### src/rtl/ipi_ring_stop.sv
// ipi_ring_stop: ring-side endpoint for inter-processor interrupts, one per core.
//
// Buffers IPI packets from the local system management core and inserts them
// into free ring slots. It also strips IPIs addressed to this core out of the
// passing ring traffic and hands them to the core over a valid/accept
// handshake. All other traffic is forwarded with one register stage.
//
// Optional feature macro: IPI_RX_FIFO_EN
//   defined   -> delivery storage is an RX_DEPTH-entry FIFO
//   undefined -> delivery storage is a single register (full while rx_issue=1)
//
// Ports:
//   clk             rising-edge clock
//   reset_n         asynchronous active-low reset
//   core_id         this stop's index, static after reset
//   ring_in_packet  slot arriving from the upstream stop
//   ring_out_packet registered slot to the downstream stop
//   inj_issue       local core presents inj_packet for injection
//   inj_packet      packet to inject
//   inj_ready       injection FIFO not full (registered state only)
//   rx_issue        rx_packet valid
//   rx_packet       packet delivered to the local core
//   rx_issuing      local core accepts rx_packet this cycle
//   inj_drop_count  saturating count of injections lost to a full FIFO

package ipi_ring_pkg;
  localparam int MAX_CORES = 16;

  typedef logic [3:0] core_id_t;

  typedef enum logic [1:0] {
    RING_PACKET_KIND_NONE = 2'd0,
    RING_PACKET_KIND_IPI  = 2'd1,
    RING_PACKET_KIND_DATA = 2'd2,
    RING_PACKET_KIND_CTRL = 2'd3
  } ring_packet_kind_t;

  typedef struct packed {
    logic                  valid;
    ring_packet_kind_t     kind;
    core_id_t              src;
    logic [MAX_CORES-1:0]  dest_vector;
    logic [15:0]           ipi_reason;
  } ring_packet;
endpackage

module ipi_ring_stop
  import ipi_ring_pkg::*;
#(
  parameter int NUM_CORES = 4,
  parameter int INJ_DEPTH = 4,
  parameter int RX_DEPTH  = 4
) (
  input  logic        clk,
  input  logic        reset_n,
  input  core_id_t    core_id,
  input  ring_packet  ring_in_packet,
  output ring_packet  ring_out_packet,
  input  logic        inj_issue,
  input  ring_packet  inj_packet,
  output logic        inj_ready,
  output logic        rx_issue,
  output ring_packet  rx_packet,
  input  logic        rx_issuing,
  output logic [15:0] inj_drop_count
);

  function automatic logic [MAX_CORES-1:0] make_dest_mask(input int n);
    logic [MAX_CORES-1:0] m;
    m = '0;
    for (int i = 0; i < MAX_CORES; i++) begin
      if (i < n) m[i] = 1'b1;
    end
    return m;
  endfunction

  localparam logic [MAX_CORES-1:0] DEST_MASK = make_dest_mask(NUM_CORES);
  localparam int INJ_AW = (INJ_DEPTH > 1) ? $clog2(INJ_DEPTH) : 1;
  localparam int INJ_CW = $clog2(INJ_DEPTH + 1);

  // ---------------------------------------------------------------------------
  // Ring-side decode (combinational, feeds the single output register)
  // ---------------------------------------------------------------------------
  logic                 rx_full;
  logic                 rx_take;
  logic                 rx_pop;
  logic [MAX_CORES-1:0] in_dest_m;
  logic                 addressed;
  ring_packet           fwd;
  ring_packet           ring_out_d;
  ring_packet           ring_out_p1;

  logic                 head_vld;
  ring_packet           head_q;
  logic                 inj_pop;

  assign in_dest_m = ring_in_packet.dest_vector & DEST_MASK;
  assign addressed = ring_in_packet.valid &&
                     (ring_in_packet.kind == RING_PACKET_KIND_IPI) &&
                     in_dest_m[core_id];
  // A full delivery store (registered view) makes the slot recirculate.
  assign rx_take   = addressed && !rx_full;

  always_comb begin
    fwd = ring_in_packet;
    if (rx_take) begin
      fwd.dest_vector[core_id] = 1'b0;
    end
    // Empty slots leave the stop zeroed so stale payload never travels on.
    if (!fwd.valid || (rx_take && ((fwd.dest_vector & DEST_MASK) == '0))) begin
      fwd = '0;
    end
    inj_pop    = 1'b0;
    ring_out_d = fwd;
    // Passing traffic wins; only a free slot takes the injection head.
    if (!fwd.valid && head_vld) begin
      ring_out_d = head_q;
      inj_pop    = 1'b1;
    end
  end

  // ---------------------------------------------------------------------------
  // Stage p1: ring output register
  // ---------------------------------------------------------------------------
  always_ff @(posedge clk or negedge reset_n) begin
    if (!reset_n) begin
      ring_out_p1 <= '0;
    end else begin
      ring_out_p1 <= ring_out_d;
    end
  end

  assign ring_out_packet = ring_out_p1;

  // ---------------------------------------------------------------------------
  // Injection FIFO: storage array plus a prefetched head register. inj_count
  // covers both, so capacity is INJ_DEPTH in total. The head is loaded one
  // edge after the push, which gives the two-edge minimum injection latency.
  // ---------------------------------------------------------------------------
  ring_packet           inj_mem [INJ_DEPTH];
  logic [INJ_AW-1:0]    inj_wr_ptr;
  logic [INJ_AW-1:0]    inj_rd_ptr;
  logic [INJ_CW-1:0]    inj_count;
  logic [INJ_CW-1:0]    inj_mem_cnt;
  logic                 inj_nonzero;
  logic                 inj_push;
  logic                 inj_drop;
  logic                 head_load;
  ring_packet           inj_masked;

  assign inj_ready   = (inj_count != INJ_CW'(INJ_DEPTH));
  assign inj_nonzero = |(inj_packet.dest_vector & DEST_MASK);
  // Packets with no reachable destination vanish without touching any count.
  assign inj_push    = inj_issue && inj_ready && inj_nonzero;
  assign inj_drop    = inj_issue && !inj_ready && inj_nonzero;
  assign inj_mem_cnt = inj_count - INJ_CW'(head_vld);
  assign head_load   = (inj_mem_cnt != '0) && (!head_vld || inj_pop);

  always_comb begin
    inj_masked             = inj_packet;
    inj_masked.valid       = 1'b1;
    inj_masked.dest_vector = inj_packet.dest_vector & DEST_MASK;
  end

  always_ff @(posedge clk) begin
    if (inj_push) begin
      inj_mem[inj_wr_ptr] <= inj_masked;
    end
  end

  always_ff @(posedge clk or negedge reset_n) begin
    if (!reset_n) begin
      inj_wr_ptr     <= '0;
      inj_rd_ptr     <= '0;
      inj_count      <= '0;
      head_vld       <= 1'b0;
      head_q         <= '0;
      inj_drop_count <= '0;
    end else begin
      if (inj_push) begin
        inj_wr_ptr <= inj_wr_ptr + INJ_AW'(1);
      end
      if (head_load) begin
        head_q     <= inj_mem[inj_rd_ptr];
        head_vld   <= 1'b1;
        inj_rd_ptr <= inj_rd_ptr + INJ_AW'(1);
      end else if (inj_pop) begin
        head_vld   <= 1'b0;
      end
      case ({inj_push, inj_pop})
        2'b10:   inj_count <= inj_count + INJ_CW'(1);
        2'b01:   inj_count <= inj_count - INJ_CW'(1);
        default: inj_count <= inj_count;
      endcase
      if (inj_drop && (inj_drop_count != 16'hFFFF)) begin
        inj_drop_count <= inj_drop_count + 16'd1;
      end
    end
  end

  // ---------------------------------------------------------------------------
  // Delivery storage
  // ---------------------------------------------------------------------------
`ifdef IPI_RX_FIFO_EN
  localparam int RX_AW = (RX_DEPTH > 1) ? $clog2(RX_DEPTH) : 1;
  localparam int RX_CW = $clog2(RX_DEPTH + 1);

  ring_packet        rx_mem [RX_DEPTH];
  logic [RX_AW-1:0]  rx_wr_ptr;
  logic [RX_AW-1:0]  rx_rd_ptr;
  logic [RX_CW-1:0]  rx_count;

  assign rx_full   = (rx_count == RX_CW'(RX_DEPTH));
  assign rx_issue  = (rx_count != '0);
  assign rx_pop    = rx_issue && rx_issuing;
  assign rx_packet = rx_issue ? rx_mem[rx_rd_ptr] : '0;

  always_ff @(posedge clk) begin
    if (rx_take) begin
      rx_mem[rx_wr_ptr] <= ring_in_packet;
    end
  end

  always_ff @(posedge clk or negedge reset_n) begin
    if (!reset_n) begin
      rx_wr_ptr <= '0;
      rx_rd_ptr <= '0;
      rx_count  <= '0;
    end else begin
      if (rx_take) rx_wr_ptr <= rx_wr_ptr + RX_AW'(1);
      if (rx_pop)  rx_rd_ptr <= rx_rd_ptr + RX_AW'(1);
      case ({rx_take, rx_pop})
        2'b10:   rx_count <= rx_count + RX_CW'(1);
        2'b01:   rx_count <= rx_count - RX_CW'(1);
        default: rx_count <= rx_count;
      endcase
    end
  end
`else
  ring_packet rx_q;
  logic       rx_vld;

  assign rx_full   = rx_vld;
  assign rx_issue  = rx_vld;
  assign rx_pop    = rx_vld && rx_issuing;
  assign rx_packet = rx_vld ? rx_q : '0;

  // rx_take already implies the register is empty, so take and pop never meet.
  always_ff @(posedge clk or negedge reset_n) begin
    if (!reset_n) begin
      rx_q   <= '0;
      rx_vld <= 1'b0;
    end else if (rx_take) begin
      rx_q   <= ring_in_packet;
      rx_vld <= 1'b1;
    end else if (rx_pop) begin
      rx_vld <= 1'b0;
    end
  end
`endif

endmodule

### config.mk
export PLATFORM = sky130hd
export DESIGN_NAME = ipi_ring_stop
export DESIGN_NICKNAME = d
export VERILOG_FILES = /design/src/rtl/ipi_ring_stop.sv
export SDC_FILE = /design/constraint.sdc
export NUM_CORES = 1
export LEC_CHECK = 0
export ABC_AREA = 1
export CORE_UTILIZATION = 60
export DETAILED_ROUTE_END_ITERATION = 10
export DONT_BUFFER_PORTS = 1
export GPL_TIMING_DRIVEN = 0
export PLACE_DENSITY = 0.73
export SYNTH_ARGS = -nofsm -noshare
export SYNTH_HDL_FRONTEND = slang
export SYNTH_SLANG_ARGS = --single-unit
### constraint.sdc
create_clock -name clk -period 3.6 [get_ports clk]
set_input_delay 1.08 -clock clk [delete_from_list [all_inputs] [get_ports clk]]
set_output_delay 1.08 -clock clk [all_outputs]
set_load 0.02 [all_outputs]
# Word level (Yosys, flattened, before mapping)
# Memories as Yosys holds them, arrays and structs flattened. A register that Yosys moved wholly into a read port is not among the register bits.
# Cells that the tools add are included.
[word_totals]
regBits = 120
memories = 1
output_inout_bits = 96
in_bits = 86
mem_bits_rw = 104
[op_classes]
n_reduce_logical = 27
bitwise = 2
eq_ne = 5
n_mux = 16
magnitude_cmp = 2
add_sub_neg = 6
[memory_table]
columns = ["memory", "depth", "width", "read_ports", "rd_clocked_by_memory_dff", "write_ports", "line", "text"]
rows = [
  ["inj_mem", 4, 26, 1, 1, 1, "140", "ring_packet inj_mem [INJ_DEPTH];"],
]
[ops]
columns = ["operator", "n"]
rows = [
  ["$mux 39", 3],
  ["$add 16x1->16 const B", 1],
  ["$and 16x16->16", 1],
  ["$logic_not 16->1", 1],
  ["$mux 16", 1],
  ["$ne 16x16->1 const B", 1],
  ["$not 16->16", 1],
  ["$logic_and 1x1->1", 13],
  ["$mux 1", 9],
  ["$logic_not 1->1", 6],
  ["$pmux 3 s2", 1],
  ["$reduce_bool 2->1", 3],
  ["$lt 4x5->1 const B", 1],
  ["$add 2x1->2 const B", 2],
  ["$bmux 1 s4", 1],
  ["$demux 1 s4", 1],
  ["$eq 2x1->1 const B", 2],
  ["$ge 4x1->1 const B", 1],
  ["$reduce_or 4->1", 1],
  ["$add 3x1->3 const B", 1],
  ["$ne 3x3->1 const B", 1],
  ["$reduce_bool 3->1", 1],
  ["$sub 3x1->3", 1],
  ["$sub 3x1->3 const B", 1],
  ["other kinds (2)", 3],
]

# Depth between registers and ports, before layout
[depth]
ltp_word = 17
depth_mapped = 19
mapped_depth_nobuf = 18

# Worst setup path after synthesis
# OpenSTA, ideal clock, no wires.
[synth_path]
path_kind = "in2reg"
from = "input core_id[2]"
to = "register inj_count[2]"
path_stages = 16
arrival_time_ps = 3025
path_buffers = 1
required_time_ps = 3469
setup_slack_ps = 444
cell_sequence = "nor2_1 -> nand2_1 -> nor2_4 -> nand3_1 -> nand2_2 -> nor2_2 -> nand2_2 -> nand2_2 -> nand2_2 -> inv_4 -> buf_8 -> ha_1 -> fa_1 -> a21oi_1 -> o21ai_0 -> xor2_1"
[synth_between]
elab_chain_len = 16
elab_cells_between_ends = 23
cone_classes = "order compare (2); eq/ne (2); mux (8); bitwise (2); reduce/logical (9)"
[synth_rtl]
columns = ["element", "line", "text"]
rows = [
  ["start, declared", "56", "input core_id_t core_id,"],
  ["$lt 4x5->1 (not written as such) or $ge 4x1->1 (tied branches)", "107", "fwd.dest_vector[core_id] = 1'b0;"],
  ["$logic_and 1x1->1 (not written as such)", "107", ""],
  ["$mux 1 (not written as such)", "107", ""],
  ["$demux 1 s4", "107", ""],
  ["$not 16->16 (no source line)", "-", ""],
  ["$and 16x16->16 (no source line)", "-", ""],
  ["$mux 16", "106", "if (rx_take) begin"],
  ["$logic_not 16->1", "110", "if (!fwd.valid || (rx_take && ((fwd.dest_vector & DEST_MASK) == '0))) begin"],
  ["$logic_and 1x1->1 (*)", "110", ""],
  ["$logic_or 1x1->1 (*)", "110", ""],
  ["$mux 39 (*)", "110", ""],
  ["$logic_not 1->1 (*)", "116", "if (!fwd.valid && head_vld) begin"],
  ["$logic_and 1x1->1 (*)", "116", ""],
  ["$mux 1 (*)", "116", ""],
  ["$eq 2x1->1 or $eq 2x2->1 (tied branches)", "190", "case ({inj_push, inj_pop})"],
  ["$pmux 3 s2 or $reduce_bool 2->1 (tied branches)", "-", ""],
  ["end signal, assigned", "191", "2'b10: inj_count <= inj_count + INJ_CW'(1);"],
  ["end signal, assigned", "192", "2'b01: inj_count <= inj_count - INJ_CW'(1);"],
  ["end signal, assigned", "193", "default: inj_count <= inj_count;"],
  ["end, declared", "143", "logic [INJ_CW-1:0] inj_count;"],
]
# Every way passes the cells marked *; elsewhere a longest branch is shown, timed or not. The select of a mux whose other input is x is not followed.
# A chain may end at the register's enable or synchronous reset.

# Worst setup path in the final report
# Ends and elaborated chain as after synthesis.

==> results.yml <==
cts:
  cts_buffers: 23
  cts_setup_buffers: 0
  clk_latency_ns: 0.51
  clkSinkCount: 234
  clockBufferDepth: 3
  cts_tree: "yes"
  ctsHoldBuffers: 0
  clkSlewWorstSetupHoldPaths_ns: 0.06
  h-tree-depth: 1
  root_buffer: "clkbuf_16"
  ctsResizeCount: 0
sta:
  post-route-min-period_ns: 3.011
  fin_tns_setup_ns: 0
  period_share_pct: 83.63
  holdWs_ns: 0.2663
  final_max_slew_viol_count: 0
  hold_viol: 0
  rsz0062_at_grt: "false"
  slew_headroom_pct: 40.13
  tightest_slew_ns: 0.8971
  fmax_mhz: 332.1
  fin_skew_ns: 0.009958
  finalSetupViolCount: 0
route:
  vias: 6332
  vias_per_cell: 5.352
  drtAntennaViolNets: 0
  first_pass_iters: 5
  wl_microns: 20110
  post_drt_wl_per_cell_microns: 17.00
  drc: 0
  first_iter_violations: 412
global_routing:
  grt_pass1_vias: 6041
  antenna_found_initial: 0
  grt_start_max_net_pins: 131
  track_usage_pct: 25.27
  overflow: 0
  grt_pass1_wl_microns: 31580
final_layout:
  finalNonFillerCells: 1183
  area_growth_pct: 11.40
  final_layout_size_suffix_gt1_share_pct: 7.510
  diodes: 0
  fin_nets: 1049
  layout_commonest_cell: "nand2_1"
  final_cell_mix: "287 x nand2_1, 130 x dfrtp_1, 104 x edfxtp_1"
  final_core_util_pct: 68.91
floorplan:
  ios: 182
  die_w_microns: 127.7
  die_h_microns: 127.7
  dieArea_sq_um: 16290
  start_util_pct: 61.85
  num_rows: 45
  core_region_area_sq_um: 15310
synth:
  syn_nets: 1021
  synth-main-ff-cell: "dfrtp_1"
  synthArstFlopShare_pct: 55.56
  syn-instance-count: 927
  syn_area_sq_um: 9473
  yosys_warnings: 0
  yosysSeqAreaShare_pct: 67.31
  synth-seq-cells: 234
  synth_area_per_cell_sq_um: 10.22
  synth_edf_count: 104
  synth.distinct_cells: 32
placed_design:
  dp_cells: 1141
  hpwl_microns: 13630
  io_buffers: 0
  gp_congestion: 0.8141
worst_setup_path:
  cp-start-kind: "primary input"
  cpMostUsedCell: "nand2_2"
  cp.required_ns: 3.97
  endpoint_kind: "register"
  crit_type: "in -> reg"
  slowest_delay_ns: 0.39
  slowest_stage: "fa_1"
  cp_data_arrival_time_ns: 3.38
  cp_cell_sequence: "nor2_1, nand2_1, nor2_4, nand3_1, nand2_2, nor2_2, nand2_2, nand2_2, nand2_2, inv_4, buf_8, ha_1, fa_1, a21oi_1, o21ai_0, xor2_1"
  crit_fanout: 10
pwr:
  finalPower_uw: 8140
  powerDensity_nw_per_um2: 771.4
  cellInternalPower_uw: 5475
  pwr-share-seq_pct: 47.1
  combPwrFrac_pct: 23.7
  clkPwrFrac_pct: 29.2
  ir_worst_vdd_v: 0.0004990
  power.leakage_uw: 0.005005
  swShare_pct: 32.74
  power.net_switching_uw: 2665
min_path:
  worstHoldPathType: "in -> async"
flow_run:
  drv_cap: 0
run_status:
  status: "finished, final reports clean"
## per-stage QoR
| step | instance area, sq um | setup slack [ns] |
|---|---|---|
| final | 10550 | 0.5893 |
| after global routing | 10550 | 0.3743 |
| after CTS | 10550 | 0.5902 |
| after detailed placement | 9802 | 0.08430 |
| after global placement | 9737 | -0.3349 |
| after floorplan | 9473 | 0.4442 |
## registers in the layout, summed over array words and instances, names as in the netlist
name / cells
inj_count: 3
rx_q: 39
inj_drop_count: 16
head_q: 27
ring_out_packet: 39
inj_wr_ptr: 2
head_vld: 1
inj_rd_ptr: 2
rx_issue: 1
inj_mem: 104
## power by group through the flow
stage | combinational [uW] | sequential [uW] | clock (uW)
6_report | 1930 | 3830 | 2380
5_1_grt | 2170 | 3890 | 2510
4_1_cts | 1940 | 3830 | 2410
3_5_place_dp | 1920 | 3880 | 0
3_3_place_gp | 1820 | 3870 | 0
2_1_floorplan | 1370 | 3800 | 0
## cell type report
class | instances | area (sq um)
Sequential cell | 234 | 6376
Fill cell | 1169 | 4762
Multi-Input combinational cell | 564 | 2587
Clock buffer | 28 | 604.3
Inverter | 87 | 329.1
Tap cell | 211 | 264.0
Buffer | 42 | 200.2
Clock inverter | 14 | 146.4
Timing Repair Buffer | 3 | 45.04
## worst max-delay path: cells and delay by family
kind	cells	cell delay (ns)
and+or+nand+nor	9	1.07
adders and majority gates	2	0.60
AOI/OAI and AO/OA	2	0.27
buffers and inverters	2	0.20
xor gates and xnor gates	1	0.16
## kinds of logic after synthesis
| kind of cell | share of synthesized area [%] |
|---|---|
| buffers and inverters | 5.587 |
| AOI/OAI and AO/OA | 5.812 |
| xor gates and xnor gates | 1.757 |
| adders and majority gates | 1.136 |
| DFF | 67.31 |
| and+or+nand+nor | 18.40 |
## routing by layer
metal / track usage, % / up-vias / wire, microns
li1: - / 3049 / -
met1: 33.19 / 3026 / 8528
met2: 42.33 / 222 / 9606
met3: 6.469 / 35 / 1581
met4: 6.505 / 0 / 396
met5: 0 / - / 0
## worst paths after layout
| kind | slack, ns | endpoint | cells past startpoint | startpoint |
|---|---|---|---|---|
| min in group clk | 0.45 | head_q[38]$_DFFE_PN0P_ | 2 | head_q[38]$_DFFE_PN0P_ |
| worst max register to register | 0.67 | inj_count[2]$_DFFE_PN0P_ | 17 | rx_issue$_DFFE_PN0P_ |
| worst min-delay path | 0.27 | inj_drop_count[10]$_DFFE_PN0P_ | 0 | reset_n |
| max in group asynchronous | 3.14 | ring_out_packet[26]$_DFF_PN0_ | 0 | reset_n |
| worst min register to register | 0.45 | head_q[38]$_DFFE_PN0P_ | 2 | head_q[38]$_DFFE_PN0P_ |
| worst max-delay path | 0.59 | inj_count[2]$_DFFE_PN0P_ | 16 | core_id[2] |
## cells in the mapped netlist (2+ instances only)
| master | instances | area share [%] |
|---|---|---|
| buf_6 | 2 | 0.24 |
| clkbuf_1 | 28 | 1.1 |
| nor3_1 | 7 | 0.37 |
| nor2_1 | 85 | 3.4 |
| dfrtp_1 | 130 | 34 |
| nand2_2 | 6 | 0.40 |
| or2_2 | 2 | 0.13 |
| xnor2_1 | 4 | 0.37 |
| ha_1 | 7 | 0.92 |
| edfxtp_1 | 104 | 33 |
| o21ai_0 | 69 | 3.6 |
| o211ai_1 | 2 | 0.16 |
| o22ai_1 | 26 | 1.7 |
| xor2_1 | 15 | 1.4 |
| nand2_1 | 287 | 11 |
| a21oi_1 | 4 | 0.21 |
| inv_2 | 2 | 0.079 |
| nor2_2 | 2 | 0.13 |
| buf_2 | 9 | 0.48 |
| nand3_1 | 42 | 2.2 |
| inv_1 | 83 | 3.3 |
No activity file was read; power rests on OpenSTA's default activity.
